===== src/rtl/shift_ctrl_pkg.sv =====
// Shared state encoding and default width for the shift/load controller.
package shift_ctrl_pkg;

  typedef enum logic [1:0] {
    IDLE  = 2'd0,
    SHIFT = 2'd1,
    DONE  = 2'd2
  } state_t;

  localparam int SHIFT_WIDTH_DEFAULT = 6;

endpackage


===== src/rtl/shift_reg_core.sv =====
// WIDTH-bit serial-in/parallel-out register; shifts left (new bit into bit 0) by default,
// or right (new bit into the MSB) when SHIFT_LSB_FIRST_EN is defined.
module shift_reg_core
  import shift_ctrl_pkg::*;
#(
  parameter int WIDTH = SHIFT_WIDTH_DEFAULT
) (
  input  logic             clk,
  input  logic             clr,
  input  logic             w,
  input  logic             sh_en,
  output logic [WIDTH-1:0] q
);

  logic [WIDTH-1:0] r_q;

  // Serial shift register with synchronous clear
  always_ff @(posedge clk) begin
    if (clr) begin
      r_q <= '0;
    end else if (sh_en) begin
`ifdef SHIFT_LSB_FIRST_EN
      r_q <= {w, r_q[WIDTH-1:1]};
`else
      r_q <= {r_q[WIDTH-2:0], w};
`endif
    end
  end

  assign q = r_q;

endmodule


===== src/rtl/shift_load_ctrl.sv =====
// Parallel-load / serial-shift controller driving shift_reg_core.
// Bit order is MSB first unless SHIFT_LSB_FIRST_EN is defined.
module shift_load_ctrl
  import shift_ctrl_pkg::*;
#(
  parameter int WIDTH = SHIFT_WIDTH_DEFAULT
) (
  input  logic             clk,
  input  logic             clr,
  input  logic [WIDTH-1:0] in_data,
  input  logic             in_valid,
  output logic             in_ready,
  input  logic             hold,
  output logic             w,
  output logic             sh_en,
  output logic [WIDTH-1:0] q,
  output logic             out_valid,
  input  logic             out_ready,
  output logic             busy
);

  localparam int CW = $clog2(WIDTH) + 1;

  state_t           r_state;
  state_t           w_next;
  logic [WIDTH-1:0] r_hold;
  logic [CW-1:0]    r_cnt;
  logic             r_out_valid;
  logic             w_bit;
  logic             w_shift;
  logic             w_last;

  assign w_last = (r_cnt == CW'(WIDTH - 1));

  // Select the holding-register bit addressed by the counter
  always_comb begin
    w_bit = 1'b0;
    for (int i = 0; i < WIDTH; i++) begin
`ifdef SHIFT_LSB_FIRST_EN
      w_bit = w_bit | ((r_cnt == CW'(i)) & r_hold[i]);
`else
      w_bit = w_bit | ((r_cnt == CW'(i)) & r_hold[WIDTH-1-i]);
`endif
    end
  end

  // Next-state logic and shift decision
  always_comb begin
    w_next  = r_state;
    w_shift = 1'b0;
    case (r_state)
      IDLE: begin
        if (in_valid) begin
          w_next = SHIFT;
        end else begin
          w_next = IDLE;
        end
      end
      SHIFT: begin
        if (!hold) begin
          w_shift = 1'b1;
          if (w_last) begin
            w_next = DONE;
          end else begin
            w_next = SHIFT;
          end
        end else begin
          w_next = SHIFT;
        end
      end
      DONE: begin
        // Leave only once the consumer has seen a valid q
        if (r_out_valid && out_ready) begin
          w_next = IDLE;
        end else begin
          w_next = DONE;
        end
      end
      default: begin
        w_next = IDLE;
      end
    endcase
  end

  // State, holding word, bit counter and out_valid registers
  always_ff @(posedge clk) begin
    if (clr) begin
      r_state     <= IDLE;
      r_hold      <= '0;
      r_cnt       <= '0;
      r_out_valid <= 1'b0;
    end else begin
      r_state     <= w_next;
      // The last bit lands in q on the edge that enters DONE, so flag it one cycle later
      r_out_valid <= (r_state == DONE) && (w_next == DONE);
      if ((r_state == IDLE) && in_valid) begin
        r_hold <= in_data;
        r_cnt  <= '0;
      end else if (w_shift) begin
        r_cnt <= w_last ? '0 : (r_cnt + CW'(1));
      end
    end
  end

  // Output decode
  always_comb begin
    in_ready  = (r_state == IDLE);
    busy      = (r_state != IDLE);
    out_valid = r_out_valid;
    sh_en     = w_shift;
    if (r_state == SHIFT) begin
      w = w_bit;
    end else begin
      w = 1'b0;
    end
  end

  shift_reg_core #(.WIDTH(WIDTH)) u_core (
    .clk   (clk),
    .clr   (clr),
    .w     (w),
    .sh_en (sh_en),
    .q     (q)
  );

endmodule


===== config.mk =====
export PLATFORM = sky130hd
export DESIGN_NAME = shift_load_ctrl
export DESIGN_NICKNAME = d
export VERILOG_FILES = /design/src/rtl/shift_ctrl_pkg.sv /design/src/rtl/shift_reg_core.sv /design/src/rtl/shift_load_ctrl.sv
export SDC_FILE = /design/constraint.sdc
export NUM_CORES = 1
export LEC_CHECK = 0
export ABC_AREA = 1
export CORE_MARGIN = 8
export CORE_UTILIZATION = 45
export CTS_CLUSTER_DIAMETER = 200
export DETAILED_ROUTE_END_ITERATION = 16
export PLACE_DENSITY_LB_ADDON = 0.25
export SYNTH_ARGS = -nofsm -noshare
export SYNTH_HDL_FRONTEND = slang
export SYNTH_SLANG_ARGS = --single-unit

===== constraint.sdc =====
create_clock -name clk -period 1.4 [get_ports clk]
set_input_delay 0.28 -clock clk [delete_from_list [all_inputs] [get_ports clk]]
set_output_delay 0.28 -clock clk [all_outputs]
set_load 0.005 [all_outputs]

* After elaboration in Yosys (flattened, before gate mapping) *
Cells that the tools add are included.

storage, ports and cells
  register bits = 19
  output and inout bits = 11

operators by class
  add/sub/neg operators = 1
  equal/unequal tests = 8
  muxes and demuxes = 9
  bitwise operators = 11
  reductions and logical operators = 7

operators by type and width
  cell                                            count
  == test 4 x 2 -> 1 bit (second input constant)  2
  == test 4 x 3 -> 1 bit (second input constant)  2
  AND 1 bit                                       6
  two-way mux 2 bit                               3
  case mux 2 bit (3 select lines)                 1
  bitwise OR 1 bit                                5
  adder 4 x 1 -> 4 bit (second input constant)    1
  == test 2 bit (second input constant)           2
  == test 4 x 1 -> 1 bit (second input constant)  1
  zero test 4 bit                                 1
  two-way mux 1 bit                               4
  two-way mux 4 bit                               1
  logical AND 1 bit                               3
  == test 2 x 1 -> 1 bit (second input constant)  1
  zero test 2 bit                                 1
  nonzero test 2 bit                              1
  OR reduction 2 bit                              1

* Logic depth before layout (Yosys ltp) *
  depth after elaboration = 8
  mapped depth = 8

* Cells and area by module *
From an unflattened synthesis, not the netlist that was laid out.

unflattened totals
  cells, all modules = 132
  area, all modules = 894.6 µm²

by module, submodules not included
  module           times used  cells each  area an instance (µm²)  sequential area each (µm²)
  shift_load_ctrl  1           94          646.9                   260.2
  shift_reg_core   1           38          247.7                   120.1

* Worst setup path before layout *
Ideal clock, no wire load.

  path type = register -> output
  start point = register r_cnt[0]
  end point = output port w
  arrival time = 0.896 ns
  required time = 1.120 ns
  slack = 0.224 ns
  stages on the path, launching flop included = 7
  cell sequence = dfxtp_1 inv_2 nor2_4 nand3_1 nand2_1 inv_1 a21oi_1

between the ends
  word-level cells in the longest chain between the ends = 8

RTL lines
  what                                                       RTL line                source
  start: declaration                                         shift_load_ctrl.sv:27   logic [CW-1:0] r_cnt;
  start signal: assignment                                   shift_load_ctrl.sv:100  r_cnt <= w_last ? '0 : (r_cnt + CW'(1));
  == test 4 x 1 -> 1 bit or zero test 4 bit (tied branches)  shift_load_ctrl.sv:42   w_bit = w_bit | ((r_cnt == CW'(i)) & r_hold[WIDTH-1-i]);
  AND 1 bit                                                  shift_load_ctrl.sv:42
  bitwise OR 1 bit (4 in a row)                              shift_load_ctrl.sv:42
  bitwise OR 1 bit (*)                                       shift_load_ctrl.sv:42
  two-way mux 1 bit (*)                                      shift_load_ctrl.sv:111  if (r_state == SHIFT) begin
  end: declaration                                           shift_load_ctrl.sv:14   output logic w,

Mark *: on every way between the ends. The rest lies on a longest branch, timed or not.

* Worst setup path in the final report *
  start point = register r_cnt[1]
  end point = output port w

Same word-level chain as after synthesis.

==> results.toml <==
[status]
status = "finished, violations left"
violations = "negative setup slack"

[yosys]
synth_warnings = 0
yosysUniqueCellTypes = 18
synth_nets = 121
syn_avg_cell_area_um2 = 7.31
syn_inst = 110
synth.cell_area_um2 = 805
ys_ff_latch = 19
seq_area_frac_synth_pct = 47.3

[critical_path]
reg2reg_depth = 7
rrSetupSlack_ns = 0.15
cp_max_fo = 7
slowest_stage = "dfxtp_4"
crit_buf_inv = 2
critPathMaxStageDelay_ns = 0.42
crit_family = "flip-flops"
rr_endpoint = "r_cnt[1]$_SDFFE_PP0P_"
end_kind = "output port"
cp-start-kind = "flip-flop"
arrival_ns = 1.26
path_cells = "inv_2 > nand3_1 > nand2_1 > o21ai_2 > a21oi_2 > buf_2"
rr_startpoint = "r_state[0]$_SDFF_PP0_"
critPathKind = "flip-flop to output port"
cp_data_required_time_ns = 1.12

[clock_network]
cts_max_level = 1
insertion_delay_ns = 0.29
cts_tree = "done"
cts-root-buf = "clkbuf_4"
cts-hold-fix-buffers = 0
clk_pin_slew_ns = 0.10
clock_sinks = 19
cts_buffer_depth = 2
cts_made_buffers = 3

[sta]
setup_ws_ns = -0.136
setup_viol = 1
setup_tns_ns = -0.136
relSlewSlack_pct = 78.8
worst_pin_slew_ns = 0.318
hold_ws_ns = 0.495
hold_violations = 0
fin_crit_ns = 1.54
drv_slew = 0
finClkSkew_ns = 0.00146
fmax_mhz = 651
period_share_pct = 110
rsz0062_at_grt = "true"

[placement]
io_buffer_count = 21
place_hpwl_mm = 1.40
post_dp_cell_area_um2 = 1100
gp_congestion = 0.858
dp.cells = 163

[global_routing]
grt_max_degree = 14
grt_usage_pct = 12.3
grt_pass1_wl_mm = 3.33
grt_pass1_vias = 809
gr-total-overflow = 0
antenna_found_initial = 0

[job]
drv_cap = 0

[cells_and_area]
final_cells = 171
antennaDiodeCount = 0
final_common_cell = "nor2_1"
nets = 158
final_cell_mix = "28 x nor2_1, 12 x buf_4, 11 x o21ai_0"
syn_to_final_growth_pct = 49.8
drive_gt1_share_pct = 30.1
num-fill-cells = 134
fin_area_um2 = 1200

[pwr]
leakagePower_nw = 0.554
finalPower_mw = 1.04
powerDensity_nw_per_um2 = 863
peakVddDrop_mv = 0.715

[floorplan]
start_util_pct = 47.1
fp.dieH_um = 58.3
core_area_um2 = 1710
fp.dieW_um = 58.3
die_area_um2 = 3400
ios = 22
rows = 15

[routing]
vias = 818
ant_nets = 0
route.detailed.drc = 0
drt_wl_total_mm = 1.95
drt-initial-drc-count = 10
dr.pass1.iters = 4
wl_per_cell_um = 11.4
via_per_inst = 4.78

[min_path]
hold-path-endpoint = "r_hold[2]$_SDFFE_PP0P_"
hold_path_class = "flip-flop to flip-flop"
worstHoldPathCells = 2
hp-start = "r_hold[2]$_SDFFE_PP0P_"
## worst min-delay path: stages, from the launching register on
cell and delay, ns:
dfxtp_1 0.32, nor2_1 0.09, nor2_1 0.05
## per-layer routing
metal / vias to the layer above / GRT usage (%) / routed length [um] / share of wire, %
met1: 378 / 13.4 / 872 / 45
met3: 2 / 3.53 / 79 / 4.0
met4: 0 / 5.24 / 10 / 0.51
li1: 423 / - / - / -
met5: - / 0 / 0 / 0
met2: 15 / 21.6 / 992 / 51
## registers in the layout (all words and copies together), names as in the netlist
name and count:
out_valid 1, r_hold 6, r_cnt 4, u_core.q 6, r_state 2
## cells in the mapped netlist
library cell  instances  area share, %
nor2_1               31             14
dfxtp_1              19             47
o21ai_0              11            6.8
inv_1                10            4.7
nand2_1              10            4.7
nand3_1               9            5.6
a21oi_1               6            3.7
inv_2                 2           0.93
nand2_2               2            1.6
nor2_4                2            2.8
a211o_1               1            1.1
buf_4                 1           0.93
clkbuf_1              1           0.47
o211ai_1              1           0.93
o21a_1                1           0.93
o21ai_2               1            1.1
o21bai_1              1           0.93
xor2_1                1            1.1
## worst max path at each step
stage,cells past startpoint,start,to
floorplan,6,r_cnt[0]$_SDFFE_PP0P_,w
global placement,3,hold,sh_en
detailed placement,6,r_cnt[1]$_SDFFE_PP0P_,w
CTS,7,r_cnt[2]$_SDFFE_PP0P_,w
global route,6,r_cnt[1]$_SDFFE_PP0P_,w
finish,6,r_cnt[1]$_SDFFE_PP0P_,w
## per-stage QoR
stage	worst slack [ns]	utilization [%]
detailed placement	-0.286	64.5
finish	-0.136	70.5
CTS	-0.148	68.5
floorplan	0.224	-
global placement	-0.294	64.5
global route	-0.230	70.5
## logic make-up after synthesis
family	share of synthesized area, %
xor gates and xnor gates	1.09
AOI/OAI and AO/OA	15.6
DFF	47.3
and+or+nand+nor	29.1
buffers and inverters	7.00
## final cells by class
cell class	instances	area [um2]	area share, %
inverters	12	47.5	3.95
repair buffers	34	292	24.2
flip-flops and latches	19	402	33.3
clock buffers	4	26.3	2.18
multi-input cells	77	407	33.7
well taps	25	31.3	2.60
## where the power goes
part	switching, mW	internal, mW
Clock	0.160	0.111
Sequential	0.0206	0.570
Combinational	0.0843	0.0953
Total	0.264	0.776
## repair_timing
action                                 CTS  global route
endpoints found under the hold margin    0             0
buffers inserted                         3             1
pin swaps                                2             6
setup endpoints to repair               11             3
gates resized for setup                 34            12
Note: power is estimated with default switching activity, not from simulation.
==> RTL change (config.mk and constraints unchanged) <==
Change the package constant `SHIFT_WIDTH_DEFAULT` from 6 to 12.
--- a/src/rtl/shift_ctrl_pkg.sv
+++ b/src/rtl/shift_ctrl_pkg.sv
@@ -7,7 +7,7 @@
     DONE  = 2'd2
   } state_t;
 
-  localparam int SHIFT_WIDTH_DEFAULT = 6;
+  localparam int SHIFT_WIDTH_DEFAULT = 12;
 
 endpackage
 
Interface: changed (resized in_data and q); port bits go from 22 to 34. No check against the original RTL was run, so the function may have changed too.
==> RTL change against the original RTL <==
- area after synthesis rose by 71%
- total power rose by 110%
- final area rose by 74%
- the flow still finishes with violations (negative setup slack)
- non-clock buffer count rose by 20
- synthesized cell count rose by 70%
- setup slack got worse by 0.27 ns
- sequential share of layout area fell by 1.9 points
- sequential cell count rose by 13
- wire length rose by 99%
- critical path type unchanged
- clock skew rose by 0.0014 ns
==> RTL change: results (changes against the original RTL) <==
count of non-CTS buffers in the layout -> 54 (+59%)
I/O Buffers -> 33 (+57%)
sequential share of cell area -> 31.4% (-1.9 points)
top cells by area, synth -> dfxtp_1, nor2_1, o21ai_0
run status -> complete, but fails checks
hpwl dp -> 2720 µm (+95%)
Final GP Congestion -> 0.971 (+13%)
Worst EP arrival -> 1.53 ns (+0.27 ns)
final WL -> 3900 µm (+99%)
WL met1 -> 1690 µm (+94%)
fin nets -> 263 (+66%)
worst hold slack -> 0.500 ns (+0.00475 ns)
buffering overhead -> 24.2% (+0.031 points)
share of cells above drive strength 1 -> 30.0% (-0.096 points)
XOR/XNOR share of the synthesized area -> 0.636% (-0.45 points)
Post-Layout Cell Count -> 276 (+61%)
metal2 WL -> 1930 µm (+94%)
starting DRC count in detailed routing -> 102 (+92)
number of fillers in the final layout -> 230 (+72%)
# clk buffers -> 7 (+3)
Synth Area in Compound Gates -> 13.5% (-2.1 points)
Multi-input comb cells -> 131 (+70%)
Avg Synthesized Cell Area -> 7.36 µm² (+0.63%)
total clock sinks -> 32 (+13)
Leak Pwr -> 0.982 nW (+77%)
Final Setup Violations -> 2 (+1)
Post-CTS Setup Bufs -> 5 (+2)
Area growth, synth to finish -> 52.7%
Synth Area in Adders -> 3.64% (+3.6 points)
CTS H-tree depth -> 2 (+1)
Setup Total Neg Slack -> -0.456 ns (-0.321 ns)
failing checks -> negative setup slack
syn nets -> 208 (+72%)
maximum vdd drop -> 0.000818 V (+14%)
via count -> 1399 (+71%)
Clock-cell share -> 4.52% (+2.3 points)
CP max FO -> 4 (-3)
most instantiated cells after synthesis -> nor2_1, dfxtp_1, o21ai_0
clock latency on the worst-skew pair -> 0.33 ns (+0.04 ns)
WHS Endpoint -> u_core.q[8]
multi-input combinational area share -> 34.4% (+0.66 points)
global-route wire length before repair -> 6300 µm (+89%)
FF-to-FF path depth -> 11 (+4)
worst slew pin tran -> 0.534 ns (+0.216 ns)
final setup margin -> -0.405 ns (-0.270 ns)
Unique masters post-synth -> 23 (+5)
Inverters, non-clock -> 18 (+6)
worst reg2reg path endpoint -> r_cnt[0]
Worst Hold Launch -> u_core.q[7]
global routing usage on met2 -> 26.6% (+5.1 points)
total of cells resized after clock tree synthesis -> 64 (+88%)
row count -> 20 (+5)
pre-CTS setup slack -> -0.592 ns (-0.306 ns)
Placement Cell Area -> 1850 µm² (+68%)
post-synthesis sequential area ratio -> 46.5% (-0.73 points)
Total GRT Usage -> 15.4% (+3.1 points)
## RTL change: power by group
group	internal, mW	leakage (nW)	total (mW)	switching (mW)
clock	0.474	0.0515	0.798	0.324
sequential	0.966	0.268	1.01	0.0404
combinational	0.176	0.662	0.331	0.155
total	1.62	0.982	2.14	0.519
## RTL change: cells by family after synthesis
kind of cell / Yosys count
AO/OA/AOI/OAI: 35
XOR/XNOR: 1
AND/OR/NAND/NOR: 91
flip-flops: 32
adder cells (fa/ha/maj): 4
buffers and inverters: 24
## RTL change: worst max path at each step
stage / cells past startpoint / to / startpoint / slack, ns
floorplan: 7 / w / r_cnt[0] / 0.03
global placement: 8 / w / r_cnt[0] / -0.49
detailed placement: 8 / w / r_cnt[0] / -0.59
CTS: 9 / w / r_cnt[1] / -0.40
global route: 9 / w / r_cnt[0] / -0.51
finish: 9 / w / r_cnt[0] / -0.41
